<file path="src/rtl/fc_pkg.sv">
// fc_pkg: shared fixed-point formats, layer sizes and serializer state type for the FC pipeline.
package fc_pkg;
    localparam int ACT_W    = 8;
    localparam int ACT_FRAC = 7;
    localparam int LIN_W    = 16;
    localparam int LIN_FRAC = 7;
    localparam int L1_DIM   = 8;
    localparam int L2_DIM   = 8;
    typedef enum logic {IDLE, STREAM} ser_state_t;
endpackage

</file>
<file path="src/rtl/fxp_widen.sv">
// fxp_widen: exact signed fixed-point widening (sign-extend, then align the binary point).
module fxp_widen
    import fc_pkg::*;
#(
    parameter int IN_W     = ACT_W,
    parameter int IN_FRAC  = ACT_FRAC,
    parameter int OUT_W    = LIN_W,
    parameter int OUT_FRAC = LIN_FRAC
) (
    input  logic [IN_W-1:0]  x,
    output logic [OUT_W-1:0] y
);
    if (OUT_FRAC < IN_FRAC || (OUT_W - OUT_FRAC) < (IN_W - IN_FRAC)) begin : g_bad_fmt
        $error("fxp_widen: output format cannot represent the input format exactly");
    end
    assign y = OUT_W'($signed(x)) << (OUT_FRAC - IN_FRAC);
endmodule

</file>
<file path="src/rtl/layer_serializer.sv">
// layer_serializer: captures a DIM-wide activation vector and streams it widened, element 0 first.
// Define LAYER_SER_DBUF_EN to add a pending bank that queues one vector arriving mid-burst.
module layer_serializer
    import fc_pkg::*;
#(
    parameter int DIM      = L1_DIM,
    parameter int IN_W     = ACT_W,
    parameter int IN_FRAC  = ACT_FRAC,
    parameter int OUT_W    = LIN_W,
    parameter int OUT_FRAC = LIN_FRAC
) (
    input  logic             clk,
    input  logic             rst_n,
    input  logic [IN_W-1:0]  in_dat [DIM],
    input  logic             in_valid,
    output logic [OUT_W-1:0] out_dat,
    output logic             out_valid,
    output logic             out_last,
    output logic             busy,
    output logic             overflow
);
    localparam int IW = DIM > 1 ? $clog2(DIM) : 1;
    localparam logic [IW-1:0] LAST = IW'(DIM - 1);

    ser_state_t      state, state_nx;
    logic [IW-1:0]   idx, idx_nx;
    logic [IN_W-1:0] active [DIM];
    logic [IN_W-1:0] sel;
    logic [OUT_W-1:0] elem;
    logic            load_in, ovf_nx;
`ifdef LAYER_SER_DBUF_EN
    logic [IN_W-1:0] pend [DIM];
    logic            pend_full, load_pend, cap_pend;
`endif

    if (DIM == 1) begin : g_one
        assign sel = active[0];
    end else begin : g_many
        assign sel = active[idx];
    end

    fxp_widen #(.IN_W(IN_W), .IN_FRAC(IN_FRAC), .OUT_W(OUT_W), .OUT_FRAC(OUT_FRAC))
        u_widen (.x(sel), .y(elem));

    always_comb begin
        state_nx = state;
        idx_nx   = idx;
        load_in  = 1'b0;
        ovf_nx   = 1'b0;
`ifdef LAYER_SER_DBUF_EN
        load_pend = 1'b0;
        cap_pend  = 1'b0;
`endif
        if (state == IDLE) begin
            if (in_valid) begin
                state_nx = STREAM;
                idx_nx   = '0;
                load_in  = 1'b1;
            end
        end else if (idx == LAST) begin
            idx_nx = '0;
            if (in_valid) load_in = 1'b1;
`ifdef LAYER_SER_DBUF_EN
            else if (pend_full) load_pend = 1'b1;
`endif
            else state_nx = IDLE;
        end else begin
            idx_nx = idx + 1'b1;
`ifdef LAYER_SER_DBUF_EN
            cap_pend = in_valid && !pend_full;
            ovf_nx   = in_valid && pend_full;
`else
            ovf_nx = in_valid;
`endif
        end
    end

    always_ff @(posedge clk or negedge rst_n)
        if (!rst_n) begin
            state <= IDLE;
            idx   <= '0;
        end else begin
            state <= state_nx;
            idx   <= idx_nx;
        end

    always_ff @(posedge clk or negedge rst_n)
        if (!rst_n) begin
            out_dat   <= '0;
            out_valid <= 1'b0;
            out_last  <= 1'b0;
            busy      <= 1'b0;
            overflow  <= 1'b0;
        end else begin
            out_dat   <= state == STREAM ? elem : '0;
            out_valid <= state == STREAM;
            out_last  <= state == STREAM && idx == LAST;
            busy      <= state == STREAM;
            overflow  <= ovf_nx;
        end

    always_ff @(posedge clk or negedge rst_n)
        if (!rst_n) active <= '{default: '0};
        else if (load_in) active <= in_dat;
`ifdef LAYER_SER_DBUF_EN
        else if (load_pend) active <= pend;
`endif

`ifdef LAYER_SER_DBUF_EN
    // a new vector at the last element wins over the pending one, which stays queued
    always_ff @(posedge clk or negedge rst_n)
        if (!rst_n) begin
            pend      <= '{default: '0};
            pend_full <= 1'b0;
        end else if (cap_pend) begin
            pend      <= in_dat;
            pend_full <= 1'b1;
        end else if (load_pend) begin
            pend_full <= 1'b0;
        end
`endif
endmodule

</file>
<file path="config.mk">
export PLATFORM = sky130hd
export DESIGN_NAME = layer_serializer
export DESIGN_NICKNAME = d
export VERILOG_FILES = /design/src/rtl/fc_pkg.sv /design/src/rtl/fxp_widen.sv /design/src/rtl/layer_serializer.sv
export SDC_FILE = /design/constraint.sdc
export NUM_CORES = 1
export LEC_CHECK = 0
export CORE_ASPECT_RATIO = 0.5
export CORE_MARGIN = 5
export CORE_UTILIZATION = 30
export CTS_CLUSTER_SIZE = 8
export DETAILED_ROUTE_END_ITERATION = 12
export DONT_BUFFER_PORTS = 1
export MAX_ROUTING_LAYER = met4
export PLACE_DENSITY = 0.48
export SETUP_SLACK_MARGIN = 0.3
export SLEW_MARGIN = 20
export SYNTH_ARGS = -nofsm -noshare
export SYNTH_HDL_FRONTEND = slang
export SYNTH_SLANG_ARGS = --single-unit
export TNS_END_PERCENT = 10
</file>
<file path="constraint.sdc">
create_clock -name clk -period 5.5 [get_ports clk]
set_clock_uncertainty 0.1 [all_clocks]
set_input_delay 1.1 -clock clk [delete_from_list [all_inputs] [get_ports clk]]
set_output_delay 1.1 -clock clk [all_outputs]
set_load 0.01 [all_outputs]
</file>
==> flow_metrics.py, run 1 <==
metrics = {
    "outcome": {
        "outcome": "finished clean",
    },
    "routing": {
        "met2_wirelength_um": 3410,
        "detail_route.wl_per_cell_um": 18.9,
        "drtPass1Iterations": 3,
        "vias_per_cell": 4.68,
        "drt-initial-drc-count": 104,
        "wl_met1_um": 2790,
        "ant_nets": 0,
        "wl_met3_um": 463,
        "drc_errors": 0,
        "wl_um": 6760,
        "via_count": 1676,
        "dr.max_layer_used": "met4",
    },
    "setup_path": {
        "setup.worst_path.class": "reg2reg",
        "timing.critical_path.arrival_ns": 2.87,
        "setup.worst_path.end_class": "register",
        "rrSetupSlack_ns": 2.75,
        "timing.critical_path.fanout_max": 60,
        "worstSetupStartpointType": "register",
        "worst-endpoint-required_ns": 5.61,
    },
    "timing": {
        "final_max_slew_viol_count": 0,
        "rsz0062_at_grt": "false",
        "tightest_slew_ns": 0.835,
        "setup_violations": 0,
        "min_period_ns": 2.75,
        "fmax_ghz": 0.363,
        "timing.hold.ws_ns": 0.363,
        "slew_hr_pct": 44.3,
        "finalSetupTns_ns": 0,
        "finalHoldViolations": 0,
        "fin_crit_sh_pct": 50.0,
    },
    "synthesis": {
        "yosys.area.top_type_share_pct": 57.2,
        "async_reset_ff_share_pct": 100,
        "syn-cell-area_sq_um": 3450,
        "number_of_flops_mapped_to_enable_cells_by_yosys": 0,
        "syn_nets": 282,
        "synthFlopType": "dfrtp_1",
        "yosys_warnings": 0,
        "syn_area_per_cell_sq_um": 16.2,
        "synth_common_cells": "dfrtp_1 (79), mux2_2 (64), buf_4 (16), mux4_2 (9), nor2_1 (9)",
        "most_repeated_cell_in_the_gate_level_netlist_after_synthesis": "dfrtp_1",
        "post_synth_num_cell_types": 19,
        "syn_inst": 213,
        "yosys-top-cells-area": "dfrtp_1 (57%), mux2_2 (21%), mux4_2 (5.9%), mux4_1 (5.3%), buf_4 (3.5%)",
        "cell_accounting_for_the_most_synthesized_area": "dfrtp_1",
        "yosysSeqAreaShare_pct": 57.2,
        "postSynthRegisterBits": 79,
    },
    "clock_network": {
        "cts_tree": "done",
        "cts.path.max_buffers": 2,
        "htree_levels": 3,
        "cts.reportedPaths.clkPinSlew_ns": 0.06,
        "tritoncts_num_sinks": 79,
        "clock_latency_of_the_later_clocked_register_in_the_worst_skew_pair_ns": 0.33,
        "cts_hold_repair.buffers": 0,
        "cts_post_setup_buffers_inserted": 0,
        "post_cts_resized": 0,
        "clock-root-buffer": "clkbuf_16",
        "cts_buffers": 9,
    },
    "pwr": {
        "vdd_drop_max_mv": 0.154,
        "design_power_total_mw": 2.47,
        "cellLeakagePower_nw": 1.64,
        "power_per_cell_area_nw_per_um2": 648,
    },
    "floorplanning": {
        "chipWidth_um": 162,
        "initial_core_util_pct": 31.1,
        "core-area_sq_um": 11100,
        "io_pins": 87,
        "floorplan.die.height_um": 85.9,
        "floorplan.rows": 27,
        "dieArea_sq_um": 13900,
    },
    "global_routing": {
        "antenna_found_initial": 3,
        "grt_usage_pct": 10.6,
        "grt_pass1_vias": 1872,
        "grt_max_degree": 80,
        "grt_first_pass_wirelength_um": 10500,
        "grt.overflow.total": 0,
    },
    "job": {
        "max_cap_violations": 0,
    },
    "layout": {
        "multi_input_comb_area_sq_um": 1300,
        "final-instance-count-excl-fill": 358,
        "share_of_cells_above_drive_strength_1_pct": 43.3,
        "area_growth_pct": 10.5,
        "layout.filler_cells": 1053,
        "nets": 274,
        "regArea_sq_um": 1980,
        "final_core_util_pct": 34.3,
    },
    "min_path": {
        "timing.hold.worst.class": "in2async",
    },
    "place": {
        "port_buffer_count": 0,
        "dp_hpwl_um": 4710,
        "globalplace.congestion": 0.702,
        "number_of_placed_instances_taps_included": 339,
    },
}
[cell type report]
class / count / share of cell area (%)
timing repair buffer: 2 / 0.393
multi-input combinational: 111 / 34.2
antenna: 3 / 0.197
tap: 145 / 4.75
sequential: 79 / 51.8
clock buffer: 11 / 6.36
clock inverter: 5 / 2.13
inverter: 2 / 0.197
[placed cells by master (no fill, tap or decap), drive strengths merged]
| master | instances |
|---|---|
| dfrtp | 79 |
| mux2 | 64 |
| mux4 | 16 |
| clkbuf | 11 |
| nor2 | 9 |
| mux2i | 8 |
| nand2 | 6 |
| diode | 3 |
| o21ai | 3 |
| inv | 2 |
| ha | 2 |
| bufinv | 2 |
| buf | 2 |
| clkinv | 2 |
| and2 | 1 |
| nand2b | 1 |
| nand3 | 1 |
| clkinvlp | 1 |
[per-stage QoR]
step | instance area, sq um | setup slack (ns)
4_1_cts | 3810 | 2.72
3_3_place_gp | 3480 | 2.79
2_1_floorplan | 3450 | 3.53
3_5_place_dp | 3480 | 2.73
6_report | 3820 | 2.75
5_1_grt | 3820 | 2.55
[per-layer routing]
metal,up-vias,global-route usage (%)
li1,753,-
met4,0,3.68
met1,875,12.3
met5,-,-
met3,10,5.18
met2,38,16.1
[final timing paths]
check                                   startpoint                      to  cells past startpoint
worst max-delay path            idx[0]$_DFFE_PN0P_  active[55]$_DFFE_PN0P_                      6
worst min-delay path                         rst_n  active[63]$_DFFE_PN0P_                      0
worst max register to register  idx[0]$_DFFE_PN0P_  active[55]$_DFFE_PN0P_                      6
worst min register to register     state$_DFF_PN0_          busy$_DFF_PN0_                      0
max in group asynchronous                    rst_n    out_dat[3]$_DFF_PN0_                      0
min in group clk                   state$_DFF_PN0_          busy$_DFF_PN0_                      0
[report_power, final]
part / internal [mW] / total, mW / switching, mW
Sequential: 0.879 / 1.10 / 0.219
Clock: 0.410 / 0.633 / 0.223
Combinational: 0.488 / 0.742 / 0.254
Total: 1.78 / 2.47 / 0.696
[cells by family after synthesis]
logic type	synth area share, %
AO/OA/AOI/OAI	0.435
buffers and inverters	5.00
flip-flops	57.2
adder cells (fa/ha/maj)	0.725
multiplexers	34.4
AND/OR/NAND/NOR	2.21
[sequential cells by signal (all words and copies together) (netlist names)]
signal    cells
idx           3
out_last      1
overflow      1
state         1
active       64
busy          1
out_dat       8
[critical path, cell delays in order, from the launching register on]
cell,delay [ns]
dfrtp_1,0.61
ha_1,0.32
ha_1,0.18
nand2b_1,0.20
nand2_2,0.15
buf_4,0.60
mux2_2,0.41
(Power assumes the default switching activity.)
==> inputs of run 2 (changes only) <==
Settings changed: PLACE_DENSITY 0.48 to 0.49.
Clock period 5.5 ns to 2.5 ns, I/O delays scaled along.
==> flow_metrics.py, run 2 (synthesis results as in run 1) <==
metrics = {
    "setup_path": {
        "path_cells": "ha_1 > ha_1 > nand2b_1 > nand2_2 > buf_4 > mux2_2",
        "crit_buf_inv": 1,
        "cpMostUsedCell": "ha_1",
        "setup.worst_path.class": "reg2reg",
        "cpLargestDelayFamily": "adder cells",
        "worstSetupStartpointType": "register",
        "cp_slowest_cell": "dfrtp_1",
        "timing.critical_path.fanout_max": 28,
        "rr_startpoint": "idx[0]$_DFFE_PN0P_",
        "timing.rr.end": "active[12]$_DFFE_PN0P_",
        "setup.worst_path.end_class": "register",
        "rrSetupSlack_ns": 0.43,
        "timing.critical_path.arrival_ns": 2.18,
        "worst-endpoint-required_ns": 2.61,
        "crit_path_max_incr_delay_ns": 0.39,
        "worst-r2r-cell-count": 6,
    },
    "timing": {
        "fin_crit_sh_pct": 82.9,
        "final_critical_path_setup_slack_ns": 0.429,
        "finalSetupTns_ns": 0,
        "finalHoldViolations": 79,
        "final_max_slew_viol_count": 0,
        "tightest_slew_ns": 0.791,
        "min_period_ns": 2.07,
        "setup_violations": 0,
        "slew_hr_pct": 47.3,
        "fmax_ghz": 0.483,
        "timing.hold.ws_ns": -0.234,
        "rsz0062_at_grt": "true",
    },
    "routing": {
        "drt-initial-drc-count": 90,
        "detail_route.wl_per_cell_um": 19.6,
        "via_count": 1692,
        "wl_um": 7020,
        "ant_nets": 0,
        "drtPass1Iterations": 4,
        "vias_per_cell": 4.71,
        "drc_errors": 0,
    },
    "global_routing": {
        "grt_max_degree": 80,
        "grt_usage_pct": 11.1,
        "grt_pass1_vias": 1964,
        "grt.overflow.total": 0,
        "grt_first_pass_wirelength_um": 11000,
        "antenna_found_initial": 1,
    },
    "outcome": {
        "violated_checks": "hold timing",
        "outcome": "complete, but fails checks",
    },
    "place": {
        "number_of_placed_instances_taps_included": 342,
        "post-place-ws_ns": 0.364,
        "globalplace.congestion": 0.706,
        "port_buffer_count": 0,
        "dpl_cell_area_sq_um": 3510,
        "dp_hpwl_um": 4820,
    },
    "clock_network": {
        "clock-root-buffer": "clkbuf_16",
        "htree_levels": 3,
        "cts.reportedPaths.clkPinSlew_ns": 0.06,
        "tritoncts_num_sinks": 79,
        "cts_buffers": 9,
        "cts.path.max_buffers": 2,
        "cts_tree": "done",
        "cts_post_setup_buffers_inserted": 0,
        "clock_latency_of_the_later_clocked_register_in_the_worst_skew_pair_ns": 0.33,
    },
    "layout": {
        "most_flops_register": "active",
        "leading_registers_by_flop_count": "active x64, out_dat x8, idx x3",
        "area_growth_pct": 9.78,
        "largest_register_ffs": 64,
        "mostFrequentLayoutCell": "dfrtp_1",
        "most-common-layout-cells": "dfrtp_1 (79), mux2_2 (64), mux4_2 (9), nor2_1 (9), clkbuf_16 (9)",
        "share_of_cells_above_drive_strength_1_pct": 43.7,
        "layout.cell_area.non_filler_sq_um": 3790,
        "layout.filler_cells": 1057,
        "final-instance-count-excl-fill": 359,
        "nets": 277,
        "final_core_util_pct": 34.1,
    },
    "floorplanning": {
        "floorplan.rows": 27,
        "dieArea_sq_um": 13900,
        "initial_core_util_pct": 31.1,
        "core-area_sq_um": 11100,
        "io_pins": 87,
        "chipWidth_um": 162,
        "floorplan.die.height_um": 85.9,
    },
    "pwr": {
        "design_power_total_mw": 5.34,
        "power.sequential.fraction_pct": 43.6,
        "netSwitchingPower_mw": 1.59,
        "clock_power_share_pct": 22.7,
        "switching_share_pct": 29.7,
        "power_per_cell_area_nw_per_um2": 1410,
        "cellLeakagePower_nw": 1.63,
        "cell_internal_pwr_mw": 3.76,
        "vdd_drop_max_mv": 0.452,
        "share_comb_of_total_power_pct": 33.7,
    },
    "min_path": {
        "timing.hold.worst.class": "in2async",
    },
    "job": {
        "max_cap_violations": 0,
    },
}
==> run 2: cell count changes in the layout (fill, tap and decap cells not counted) <==
cell and delta:
bufinv_16 -2, clkbuf_8 +1, buf_6 +1, buf_4 +2, diode_2 -2, clkinv_2 +1, clkbuf_1 +1, clkinv_4 -1
==> run 2: what timing repair did <==
item | CTS | global route
resized for setup | 0 | 1
endpoints found under the setup margin | 0 | 36
endpoints found under the hold margin | 79 | 79
==> run 2: worst max path at each step <==
stage	startpoint	slack, ns	cells past startpoint	to
2_1_floorplan	idx[0]$_DFFE_PN0P_	0.69	6	active[0]$_DFFE_PN0P_
3_3_place_gp	idx[0]$_DFFE_PN0P_	0.47	6	active[54]$_DFFE_PN0P_
3_5_place_dp	idx[0]$_DFFE_PN0P_	0.36	6	active[63]$_DFFE_PN0P_
4_1_cts	idx[0]$_DFFE_PN0P_	0.35	6	active[61]$_DFFE_PN0P_
5_1_grt	idx[0]$_DFFE_PN0P_	0.30	6	active[12]$_DFFE_PN0P_
6_report	idx[0]$_DFFE_PN0P_	0.43	6	active[12]$_DFFE_PN0P_
==> run 2: power by group through the flow <==
stage          logic, mW  clock network [mW]  registers [mW]
4_1_cts             1.84                1.25            2.34
2_1_floorplan       1.73                   0            2.19
6_report            1.80                1.21            2.33
5_1_grt             1.98                1.31            2.41
3_5_place_dp        1.83                   0            2.37
3_3_place_gp        1.77                   0            2.32
==> run 2: worst reg2reg max path, cell delays in order (launching register included) <==
cell and delay [ns]:
dfrtp_1 0.39, ha_1 0.21, ha_1 0.19, nand2b_1 0.21, nand2_2 0.12, buf_4 0.34
mux2_2 0.40
==> run 2: per-layer routing <==
layer | track usage [%] | vias up | share of wire [%]
li1 | - | 757 | -
met1 | 13.0 | 883 | 43
met4 | 4.37 | 0 | 1.7
met3 | 4.66 | 13 | 6.1
met2 | 17.1 | 39 | 49
met5 | - | - | 0
==> run 2: layout make-up <==
cell class / instances / area [sq um] / area share (%)
Sequential cell: 79 / 1980 / 52.1
Clock inverter: 3 / 17.5 / 0.462
Clock buffer: 13 / 260 / 6.86
Tap cell: 145 / 181 / 4.79
Multi-Input combinational cell: 111 / 1300 / 34.4
Antenna cell: 1 / 2.50 / 0.0660
Inverter: 2 / 7.51 / 0.198
Timing Repair Buffer: 5 / 41.3 / 1.09
